## config.mk

```make
export PLATFORM = sky130hd
export DESIGN_NAME = aud_dac_serializer
export DESIGN_NICKNAME = d
export VERILOG_FILES = /design/src/rtl/aud_dac_serializer.sv
export SDC_FILE = /design/constraint.sdc
export NUM_CORES = 1
export LEC_CHECK = 0
export BUFFER_PORTS_ARGS = -buffer_cell sky130_fd_sc_hd__clkbuf_2
export CAP_MARGIN = 20
export CORE_MARGIN = 2
export CORE_UTILIZATION = 60
export DETAILED_ROUTE_END_ITERATION = 12
export PLACE_DENSITY = 0.79
export SYNTH_ARGS = -nofsm -noshare
export SYNTH_HDL_FRONTEND = slang
export SYNTH_SLANG_ARGS = --single-unit
```

## constraint.sdc

```tcl
create_clock -name clk -period 4.16 [get_ports clk]
set_clock_uncertainty 0.05 [all_clocks]
set_input_delay 0.832 -clock clk [delete_from_list [all_inputs] [get_ports clk]]
set_output_delay 0.832 -clock clk [all_outputs]
set_load 0.02 [all_outputs]
```

## src/rtl/aud_dac_serializer.sv

```systemverilog
// rtl/aud_dac_serializer.sv - I2S mono DAC serializer with sample FIFO
//
// Purpose: buffers filtered samples in a small FIFO and shifts each one
// MSB-first onto the codec DAC data pin. The codec supplies BCLK and DACLRCK.
// The same word goes out in both the left and the right slot of an LRCK period.
//
// Ports:
//   clk          system clock, at least 4x the BCLK frequency
//   i_rst_n      synchronous active-low reset
//   i_valid      one-cycle strobe qualifying i_sample
//   i_sample     signed filtered sample
//   i_en         serializer enable
//   i_bclk       codec bit clock (asynchronous)
//   i_daclrck    codec LR clock, 0 = left, 1 = right (asynchronous)
//   o_dac_data   serial DAC data
//   o_level      FIFO occupancy
//   o_full       FIFO full
//   o_overflow   pulse: sample dropped because the FIFO was full
//   o_underflow  pulse: left-slot pop found the FIFO empty
module aud_dac_serializer #(
  parameter int DATA_W     = 16,
  parameter int FIFO_DEPTH = 4
) (
  input  logic                          clk,
  input  logic                          i_rst_n,
  input  logic                          i_valid,
  input  logic [DATA_W-1:0]             i_sample,
  input  logic                          i_en,
  input  logic                          i_bclk,
  input  logic                          i_daclrck,
  output logic                          o_dac_data,
  output logic [$clog2(FIFO_DEPTH):0]   o_level,
  output logic                          o_full,
  output logic                          o_overflow,
  output logic                          o_underflow
);

  localparam int AW = $clog2(FIFO_DEPTH);
  localparam int LW = AW + 1;
  localparam int CW = $clog2(DATA_W);

  typedef enum logic [1:0] {IDLE, WAIT_FRAME, SHIFT, PAD} state_t;

  state_t              state_q, state_d;
  logic [2:0]          bclk_sync, lrck_sync;
  logic [DATA_W-1:0]   mem [FIFO_DEPTH];
  logic [AW-1:0]       wr_ptr, rd_ptr;
  logic [LW-1:0]       count_q, count_d;
  logic [DATA_W-1:0]   held, shreg;
  logic [CW-1:0]       bit_cnt;
  logic                dout;
  logic                overflow_q, underflow_q, full_q;

  logic bclk_fall, lrck_edge, lrck_left;
  logic fifo_empty, fifo_full_now;
  logic pop_req, pop, push;
  logic load, shift, zero;

  // [0] and [1] form the two-flop synchronizer; [2] is the edge-detect history.
  assign bclk_fall = bclk_sync[2] & ~bclk_sync[1];
  assign lrck_edge = lrck_sync[2] ^ lrck_sync[1];
  assign lrck_left = ~lrck_sync[1];

  assign fifo_empty    = (count_q == '0);
  assign fifo_full_now = (count_q == LW'(FIFO_DEPTH));
  assign pop           = pop_req & ~fifo_empty;
  // A pop in the same cycle frees the slot, so a push into a full FIFO still lands.
  assign push          = i_valid & (~fifo_full_now | pop);
  assign count_d       = count_q + LW'(push) - LW'(pop);

  always_comb begin
    state_d = state_q;
    load    = 1'b0;
    shift   = 1'b0;
    zero    = 1'b0;
    pop_req = 1'b0;
    if (!i_en) begin
      state_d = IDLE;
      zero    = 1'b1;
    end else begin
      case (state_q)
        IDLE: begin
          zero    = 1'b1;
          state_d = WAIT_FRAME;
        end
        WAIT_FRAME, PAD: begin
          if (lrck_edge) begin
            load    = 1'b1;
            pop_req = lrck_left;
            state_d = SHIFT;
          end else if (state_q == PAD && bclk_fall) begin
            zero = 1'b1;
          end
        end
        SHIFT: begin
          // A new LRCK edge wins over a coincident BCLK fall: that fall is
          // the I2S one-bit delay slot, so the MSB goes out on the next fall.
          if (lrck_edge) begin
            load    = 1'b1;
            pop_req = lrck_left;
          end else if (bclk_fall) begin
            shift = 1'b1;
            if (bit_cnt == CW'(DATA_W - 1)) state_d = PAD;
          end
        end
        default: state_d = IDLE;
      endcase
    end
  end

  always_ff @(posedge clk) begin
    if (push) mem[wr_ptr] <= i_sample;
  end

  always_ff @(posedge clk) begin
    if (!i_rst_n) begin
      state_q     <= IDLE;
      bclk_sync   <= '0;
      lrck_sync   <= '0;
      wr_ptr      <= '0;
      rd_ptr      <= '0;
      count_q     <= '0;
      full_q      <= 1'b0;
      overflow_q  <= 1'b0;
      underflow_q <= 1'b0;
      held        <= '0;
      shreg       <= '0;
      bit_cnt     <= '0;
      dout        <= 1'b0;
    end else begin
      state_q     <= state_d;
      bclk_sync   <= {bclk_sync[1:0], i_bclk};
      lrck_sync   <= {lrck_sync[1:0], i_daclrck};
      count_q     <= count_d;
      full_q      <= (count_d == LW'(FIFO_DEPTH));
      overflow_q  <= i_valid & fifo_full_now & ~pop;
      underflow_q <= pop_req & fifo_empty;
      if (push) wr_ptr <= wr_ptr + 1'b1;
      if (pop) begin
        rd_ptr <= rd_ptr + 1'b1;
        held   <= mem[rd_ptr];
      end
      if (load) begin
        // On an empty pop the previous held word is repeated.
        shreg   <= pop ? mem[rd_ptr] : held;
        bit_cnt <= '0;
      end else if (shift) begin
        dout    <= shreg[DATA_W-1];
        shreg   <= {shreg[DATA_W-2:0], 1'b0};
        bit_cnt <= bit_cnt + 1'b1;
      end
      if (zero) dout <= 1'b0;
    end
  end

  assign o_dac_data  = dout;
  assign o_level     = count_q;
  assign o_full      = full_q;
  assign o_overflow  = overflow_q;
  assign o_underflow = underflow_q;

endmodule

```

Yosys cells after proc, flatten, opt, wreduce, memory -nomap -nowiden
Memory sizes are Yosys's and may differ from the RTL's. A register that Yosys moved wholly into a read port is not among the register bits.
Index checks and enable logic that the tools add are counted.
- output and inout bits: 7
- RAM bits: 64
- register bits: 55
- input bits: 22
- memories: 1
- word-level logic and storage cells: 81
- reduce and logical (&&, ||, !) cells: 11
- muxes and demuxes: 26
- bitwise gates (word level): 15
- add/sub/neg operators: 5
- equality and inequality tests: 10
- memories (name ; depth ; width ; read ports ; clocked after memory_dff ; wr ports ; RTL line ; text):
    mem ; 4 ; 16 ; 1 ; 1 ; 1 ; 46 ; logic [DATA_W-1:0] mem [FIFO_DEPTH];
- operators by type and width (cell ; count):
    $mux W16 ; 3
    $mux W1 ; 15
    $mux W2 ; 6
    $ne A2 B2 Y1 const B ; 4
    $not A1 Y1 ; 7
    $and A1 B1 Y1 ; 6
    $eq A3 B3 Y1 const B ; 2
    $pmux W2 S3 ; 1
    $reduce_or A2 Y1 ; 3
    $add A2 B1 Y2 const B ; 2
    $add A4 B1 Y4 const B ; 1
    $eq A2 B2 Y1 const B ; 2
    $eq A4 B4 Y1 const B ; 1
    $reduce_and A2 Y1 ; 2
    $reduce_and A4 Y1 ; 1
    $add A3 B1 Y3 ; 1
    $logic_not A3 Y1 ; 1
    $reduce_or A3 Y1 ; 1
    $sub A3 B1 Y3 ; 1
    $eq A2 B1 Y1 const B ; 1
    $logic_not A2 Y1 ; 1
    $pmux W1 S2 ; 1
    $reduce_bool A2 Y1 ; 1
    $logic_and A1 B1 Y1 ; 1
    2 further kinds ; 2

Depth between registers and ports, before layout
Gate-level depths: netlist of the first run.
- word-level depth: 10
- mapped depth: 14
- gate-level depth less buffers: 13

Worst setup path before layout of the first run
OpenSTA, ideal clock, no wires.
- kind: input -> register
- start point: input port i_en
- end point: register full_q (netlist: o_full)
- data arrival time: 2.882 ns
- required time: 3.995 ns
- stages on the path: 11
- library setup time: 0.115 ns
- slack: 1.113 ns
- cells stage by stage: o211ai_1 a31oi_1 inv_1 ha_1 inv_1 ha_1 fa_1 xor2_1 xnor2_1 and2_1 nor3b_1
- longest elaborated chain between the ends: 7
- ends and longest elaborated chain (element ; RTL line ; text):
    from (decl) ; 28 ; input logic i_en,
    $mux W1 * ; 77 ; if (!i_en) begin
    $and A1 B1 Y1 * ; 66 ; assign pop = pop_req & ~fifo_empty;
    $or A1 B1 Y1 ; 68 ; assign push = i_valid & (~fifo_full_now | pop);
    $and A1 B1 Y1 ; 68 ;
    $add A3 B1 Y3 ; 69 ; assign count_d = count_q + LW'(push) - LW'(pop);
    $sub A3 B1 Y3 * ; 69 ;
    $eq A3 B3 Y1 * ; 135 ; full_q <= (count_d == LW'(FIFO_DEPTH));
    to (signal assigned) ; 135 ;
    to (decl) ; 52 ; logic overflow_q, underflow_q, full_q;
Every way passes the cells marked *; elsewhere a longest branch is shown, timed or not.
A chain may end at the register's enable or synchronous reset.

Worst setup path in the final report of the first run
- start point: register lrck_sync[1]
- end point: register full_q (netlist: o_full)
- longest elaborated chain between the ends: 10
- elaborated cells between the ends (all ways): 11
- classes of those cells: 2 x add/sub; 1 x eq/ne; 3 x mux; 5 x bitwise
- ends and longest elaborated chain (element ; RTL line ; text):
    from (decl) ; 45 ; logic [2:0] bclk_sync, lrck_sync;
    from (signal assigned) ; 133 ; lrck_sync <= {lrck_sync[1:0], i_daclrck};
    $xor A1 B1 Y1 or $not A1 Y1 (tied branches) ; 61, 62 ;
    $mux W1 * ; 87, 98 ;
    $mux W1 * ; - ;
    $mux W1 * ; 77 ;
    $and A1 B1 Y1 * ; 66 ;
    $or A1 B1 Y1 ; 68 ;
    $and A1 B1 Y1 ; 68 ;
    $add A3 B1 Y3 ; 69 ;
    $sub A3 B1 Y3 * ; 69 ;
    $eq A3 B3 Y1 * ; 135 ;
Marks and branches as above.

==> metrics.md, run 1 <==
| Metric | Value |
|---|---|
| Pwr dens | `544.8 nW/um^2` |
| Synth Area in Compound Gates | `5.908%` |
| Cell Rows | `32` |
| Worst Path Buf+Inv | `3` |
| TritonCTS Buffers | `17` |
| Gr usage total | `22.47%` |
| Diodes inserted | `0` |
| Mapped Nets | `395` |
| Avg Inst Size Synth | `13.38 sq um` |
| Global-route wire length before repair | `14620 microns` |
| CP Max Fanout | `8` |
| Largest family of logic cells by synthesized area | `simple AND/OR/NAND/NOR gates` |
| Vias per inst | `5.996` |
| Setup total negative slack | `0 ns` |
| HPWL Detailed | `5124 microns` |
| I/O Pins | `29` |
| Max IR drop VDD | `0.0004944 V` |
| Slew @ Worst Pin | `0.8422 ns` |
| 1st-iter DRT viols | `186` |
| CP Capture Type | `flop` |
| Final hold violation count | `0` |
| Min Tclk post-route | `3.134 ns` |
| Worst EP arrival | `3.52 ns` |
| Drt pass-1 iters | `4` |
| Via count | `3004` |
| Placed Cells | `468` |
| Final #Nets | `417` |
| Htree depth | `4` |
| HP Class | `reg2reg` |
| Post-synthesis sequential area ratio | `62.88%` |
| Final period utilization | `75.35%` |
| Post-Route WL | `8871 microns` |
| Max-cap viol count | `0` |
| CP endpoint | `o_full$_SDFF_PN0_` |
| Starting density of the core | `62.39%` |
| Mapped Cells | `364` |
| Setup WS pre-CTS | `0.5820 ns` |
| CTS tree | `built` |
| Worst slew margin | `43.86%` |
| Critical Path Source | `lrck_sync[1]$_SDFF_PN0_` |
| Post-Syn Area | `4871 sq um` |
| Reg-to-reg endpoint | `o_full$_SDFF_PN0_` |
| Root buf cell | `clkbuf_8` |
| Critical Path Slowest Stage Cell | `a31oi_1` |
| Adder and majority gate portion of the synthesized area | `2.466%` |
| Distinct cells, synth | `38` |
| Setup Viol. Count Final | `0` |
| Post-CTS sizing | `0` |
| Die extent in x | `94.10 microns` |
| CP peak stage delay | `0.63 ns` |
| Yosys Warn Count | `0` |
| Largest net degree at the start of global routing | `50` |
| Hold buffers post-CTS | `0` |
| Leakage | `0.002050 uW` |
| Asr flop ratio synth | `0%` |
| Drt drc | `0` |
| RD Place Congestion | `0.7139` |
| Worst hold margin | `0.3858 ns` |
| FF+latch count, synth | `121` |
| FILL cells | `495` |
| Fmax | `319.0 MHz` |
| Post-CTS setup buffer count | `0` |
| Post-synthesis mux area share | `10.69%` |
| Vias in the first global route | `2931` |
| Setup ws final | `1.026 ns` |
| Critical path depth in cells | `13` |
| Initial antenna violation count | `0` |
| Routed len/inst | `17.71 microns` |
| Outcome | `finished, final reports clean` |
| Main synth FF type | `edfxtp_1` |
| Die Y | `94.10 microns` |
| Top delay family on crit path | `adder cells` |
| Post-synthesis xor/xnor area fraction | `1.438%` |
| Fraction of final layout cells with drive strength greater than 1 | `21.30%` |
| Non-filler cells, final | `501` |
| Cell Chain, Critical Path | `inv_1 > ha_1 > o211ai_1 > a31oi_1 > inv_1 > ha_1 > inv_1 > ha_1 > fa_1 > xor2_1 > xnor2_1 > and2_1 > nor3b_1` |
| I/O Buffers | `28` |
| Max Root-Sink Buffers | `2` |
| Reg2reg setup slack | `1.03 ns` |
| CP required | `4.55 ns` |
| Final core utilization | `72.82%` |
| Worst Path Class, Setup | `reg2reg` |
| Clock-pin transition on the worst setup and hold timing paths | `0.06 ns` |
| Synth Area in Simple Gates | `12.95%` |
| R2R depth | `13` |
| RSZ-0062 raised after global routing | `no` |
| Startpoint types | `flop` |
| Synth-to-layout area growth | `16.72%` |
| Final Max Tran Viols | `0` |
| Post-synth EDFFs | `64` |
| Area of the die | `8855 sq um` |
| Worst reg2reg startpoint | `lrck_sync[1]$_SDFF_PN0_` |
| GRT Residual Overflow | `0` |
| Later-pin clock latency in the skew report | `0.52 ns` |
| Core Area | `7807 sq um` |
| Routed Antenna Nets | `0` |
| CTS Sinks | `121` |
==> per-stage QoR <==
stage	total power [uW]	instance area (sq um)
finish	3097	5685
global route	3208	5685
CTS	3118	5658
detailed placement	1639	5054
global placement	1623	5026
floorplan	1553	4871
==> routing by layer <==
metal,track usage (%),wire (microns),up-vias
met2,35.06,4485,85
met5,0,0,-
met1,29.23,3894,1480
met4,8.213,82,0
met3,7.865,408,11
li1,-,-,1428
==> layout make-up <==
| type | count | area, sq um | area share, % |
|---|---|---|---|
| Multi-Input combinational cell | 204 | 1639 | 28.83 |
| Clock inverter | 15 | 190.2 | 3.345 |
| Clock buffer | 17 | 414.1 | 7.284 |
| Inverter | 9 | 33.78 | 0.5942 |
| Tap cell | 102 | 127.6 | 2.245 |
| Sequential cell | 121 | 3063 | 53.87 |
| Timing Repair Buffer | 33 | 217.7 | 3.829 |
==> placed cells by master (no fill, tap or decap), types with 4 or more instances in the layout <==
cell type	count
nand3_1	21
nor3_1	4
xnor2_1	5
a31oi_1	17
clkbuf_2	28
inv_1	9
and3_1	15
inv_6	4
mux2i_1	16
and2_1	12
dfxtp_1	57
clkbuf_16	16
mux4_2	16
edfxtp_1	64
o221ai_1	15
nand4_1	16
nor2_1	28
nand2_1	5
ha_1	8
==> Yosys cell counts (all sizes together), types with 12 or more instances <==
cell type,n,area [sq um]
o221ai,15,131.4
mux4,16,360.4
buf,14,85.08
mux2i,16,160.2
nor2,28,105.1
and3,15,93.84
edfxtp,64,1922
dfxtp,57,1141
nand3,21,105.1
and2,12,75.07
clkbuf,16,60.06
nand4,16,100.1
a31oi,17,106.4
==> registers in the layout (all words and copies together) (netlist names), 2 cells and up, named ones only <==
register / flops
mem: 64
held: 16
shreg: 16
bit_cnt: 4
bclk_sync: 3
lrck_sync: 3
o_level: 3
rd_ptr: 2
state_q: 2
wr_ptr: 2
==> report_power, final <==
| part | switching, uW | internal (uW) | total [uW] |
|---|---|---|---|
| clock network | 557 | 924 | 1480 |
| logic | 141 | 89.0 | 230 |
| registers | 35.5 | 1350 | 1390 |
| total | 733 | 2360 | 3100 |
==> worst min-delay path by stage <==
stage                                       start                       to  cells past startpoint
after floorplan           bclk_sync[0]$_SDFF_PN0_  bclk_sync[1]$_SDFF_PN0_                      1
after global placement    bclk_sync[0]$_SDFF_PN0_  bclk_sync[1]$_SDFF_PN0_                      1
after detailed placement  lrck_sync[0]$_SDFF_PN0_  lrck_sync[1]$_SDFF_PN0_                      1
after CTS                 bclk_sync[0]$_SDFF_PN0_  bclk_sync[1]$_SDFF_PN0_                      1
after global routing      lrck_sync[0]$_SDFF_PN0_  lrck_sync[1]$_SDFF_PN0_                      1
final                     bclk_sync[0]$_SDFF_PN0_  bclk_sync[1]$_SDFF_PN0_                      1
==> cell families (layout without fill, tap and decap cells) <==
| kind of cell | Yosys count | count (layout) |
|---|---|---|
| fa+ha+maj | 9 | 9 |
| buf+inv | 39 | 74 |
| simple gates | 115 | 115 |
| flops | 121 | 121 |
| compound gates | 40 | 40 |
| xor+xnor | 8 | 8 |
| mux | 32 | 32 |
==> worst reg2reg max path: stages, from the launching register on <==
cell	delay [ns]
dfxtp_1	0.29
inv_1	0.07
ha_1	0.18
o211ai_1	0.22
a31oi_1	0.63
inv_1	0.10
ha_1	0.30
inv_1	0.04
ha_1	0.18
fa_1	0.38
xor2_1	0.17
xnor2_1	0.13
and2_1	0.14
nor3b_1	0.18
Note: power is estimated with default switching activity, not from simulation.
==> inputs of run 2 (changes only) <==
==> constraint.sdc (replaced) <==
create_clock -name clk -period 3.2 [get_ports clk]
set_clock_uncertainty 0.05 [all_clocks]
set_input_delay 0.64 -clock clk [delete_from_list [all_inputs] [get_ports clk]]
set_output_delay 0.64 -clock clk [all_outputs]
set_load 0.02 [all_outputs]
==> run 2 against run 1 <==
Effect of this change:
- design area is 0.42% lower
- hold slack worse by 0.11 ns
- sequential share of layout area is 0.23 points higher
- clock power is 21% higher
- via count is 0.80% higher
- worst setup slack worse by 0.63 ns
- count of clock-buffer cells in the layout stayed put
- global-route usage is 0.56 points higher
- register-to-register slack worse by 0.63 ns
- flip-flop and latch count stayed put
- total power is 26% higher
- core utilization is 0.30 points lower
- largest cell class unchanged
==> metrics.md, run 2 (synthesis gave the netlist of run 1 again) <==
| Metric | Value |
|---|---|
| Diodes inserted | `0` |
| Drt pass-1 iters | `4` |
| Outcome | `finished, final reports clean` |
| Post-route cell area | `5662 sq um` |
| Most flop-heavy register | `mem` |
| Core Area | `7807 sq um` |
| Setup total negative slack | `0 ns` |
| Leakage | `0.002063 uW` |
| Max IR drop VDD | `0.0006097 V` |
| Via count | `3028` |
| FILL cells | `490` |
| Worst slew margin | `49.11%` |
| Die Y | `94.10 microns` |
| Cell Chain, Critical Path | `inv_1 > ha_1 > o211ai_1 > a31oi_1 > inv_1 > ha_1 > inv_1 > ha_1 > fa_1 > xor2_1 > xnor2_1 > and2_1 > nor3b_1` |
| Final #Nets | `424` |
| Area of the die | `8855 sq um` |
| Vias per inst | `5.961` |
| Final period utilization | `87.54%` |
| Fmax | `357.0 MHz` |
| Commonest non-fill, non-tap cell in the layout | `edfxtp_1` |
| Max Root-Sink Buffers | `2` |
| Final hold violation count | `0` |
| GRT Residual Overflow | `0` |
| Max FFs per register | `64` |
| Die extent in x | `94.10 microns` |
| CTS tree | `built` |
| Setup Viol. Count Final | `0` |
| Later-pin clock latency in the skew report | `0.52 ns` |
| Worst Path Class, Setup | `reg2reg` |
| CP required | `3.58 ns` |
| Synth-to-layout area growth | `16.23%` |
| Top delay family on crit path | `adder cells` |
| Vias in the first global route | `3034` |
| Startpoint types | `flop` |
| Post-CTS setup buffer count | `0` |
| Post-Route WL | `8966 microns` |
| I/O Pins | `29` |
| Max-cap viol count | `0` |
| Largest regs | `mem (64), held (16), shreg (16)` |
| TritonCTS Buffers | `17` |
| Worst hold margin | `0.2727 ns` |
| Initial antenna violation count | `0` |
| RD Place Congestion | `0.7591` |
| Largest net degree at the start of global routing | `50` |
| Most frequent cells in the layout | `edfxtp_1 (64), dfxtp_1 (57), nor2_1 (28), clkbuf_2 (28), nand3_1 (21)` |
| Htree depth | `4` |
| Starting density of the core | `62.39%` |
| Min Tclk post-route | `2.801 ns` |
| Routed Antenna Nets | `0` |
| HP Class | `in2reg` |
| Fraction of final layout cells with drive strength greater than 1 | `22.41%` |
| 1st-iter DRT viols | `260` |
| Cell Rows | `32` |
| Post-CTS sizing | `0` |
| Routed len/inst | `17.65 microns` |
| Hold buffers post-CTS | `0` |
| Root buf cell | `clkbuf_8` |
| CP peak stage delay | `0.37 ns` |
| CP Capture Type | `flop` |
| CTS Sinks | `121` |
| Clock-pin transition on the worst setup and hold timing paths | `0.06 ns` |
| Critical Path Slowest Stage Cell | `fa_1` |
| Final Max Tran Viols | `0` |
| Worst Path Buf+Inv | `3` |
| Global-route wire length before repair | `14920 microns` |
| Worst EP arrival | `3.18 ns` |
| HPWL Detailed | `5180 microns` |
| Placed cell area | `5094 sq um` |
| Gr usage total | `23.02%` |
| I/O Buffers | `28` |
| Pwr dens | `690.3 nW/um^2` |
| RSZ-0062 raised after global routing | `no` |
| Drt drc | `0` |
| Slew @ Worst Pin | `0.7623 ns` |
| CP Max Fanout | `4` |
run 2: layer usage:
layer  global-route usage (%)  routed length, microns  vias up
met5                        0                       0        -
met3                    8.186                     435       13
met2                    36.61                    4620       90
li1                         -                       -     1442
met1                    28.86                    3794     1483
met4                    9.300                     116        0
run 2: layout make-up:
cell class,instances,area (sq um),share of cell area (%)
Sequential cell,121,3063,54.10
Multi-Input combinational cell,204,1639,28.95
Clock buffer,17,414.1,7.315
Timing Repair Buffer,40,230.2,4.066
Clock inverter,15,153.9,2.718
Tap cell,102,127.6,2.254
Inverter,9,33.78,0.5967
run 2: through the flow:
step | utilization [%] | worst slack, ns | instances | power [uW]
finish | 72.52 | 0.3987 | 508 | 3908
global route | 72.52 | 0.2031 | 508 | 4051
CTS | 72.52 | 0.3987 | 508 | 3945
detailed placement | 65.24 | 0.1740 | 476 | 2145
global placement | 65.24 | 0.3141 | 476 | 2125
floorplan | - | 0.3449 | 364 | 2018
run 2: path summary, 6_finish.rpt:
check / end / slack [ns] / cells after the start / from
hold / removal: bclk_sync[0]$_SDFF_PN0_ / 0.27 / 2 / i_bclk
hold reg to reg: bclk_sync[1]$_SDFF_PN0_ / 0.39 / 1 / bclk_sync[0]$_SDFF_PN0_
setup reg to reg: o_full$_SDFF_PN0_ / 0.40 / 13 / lrck_sync[1]$_SDFF_PN0_
setup / recovery: o_full$_SDFF_PN0_ / 0.40 / 13 / lrck_sync[1]$_SDFF_PN0_
run 2: report_power, final:
| group | switching (uW) | internal, uW |
|---|---|---|
| Clock | 731 | 1060 |
| Sequential | 44.0 | 1750 |
| Combinational | 193 | 127 |
| Total | 968 | 2940 |
run 2: worst register-to-register path, delay by kind of cell, from the launching register on:
kind / cells / cell delay [ns]
flip-flops: 1 / 0.30
AO/OA/AOI/OAI: 2 / 0.51
adder cells (fa/ha/maj): 4 / 1.00
XOR/XNOR: 2 / 0.32
buffers and inverters: 3 / 0.18
AND/OR/NAND/NOR: 2 / 0.35
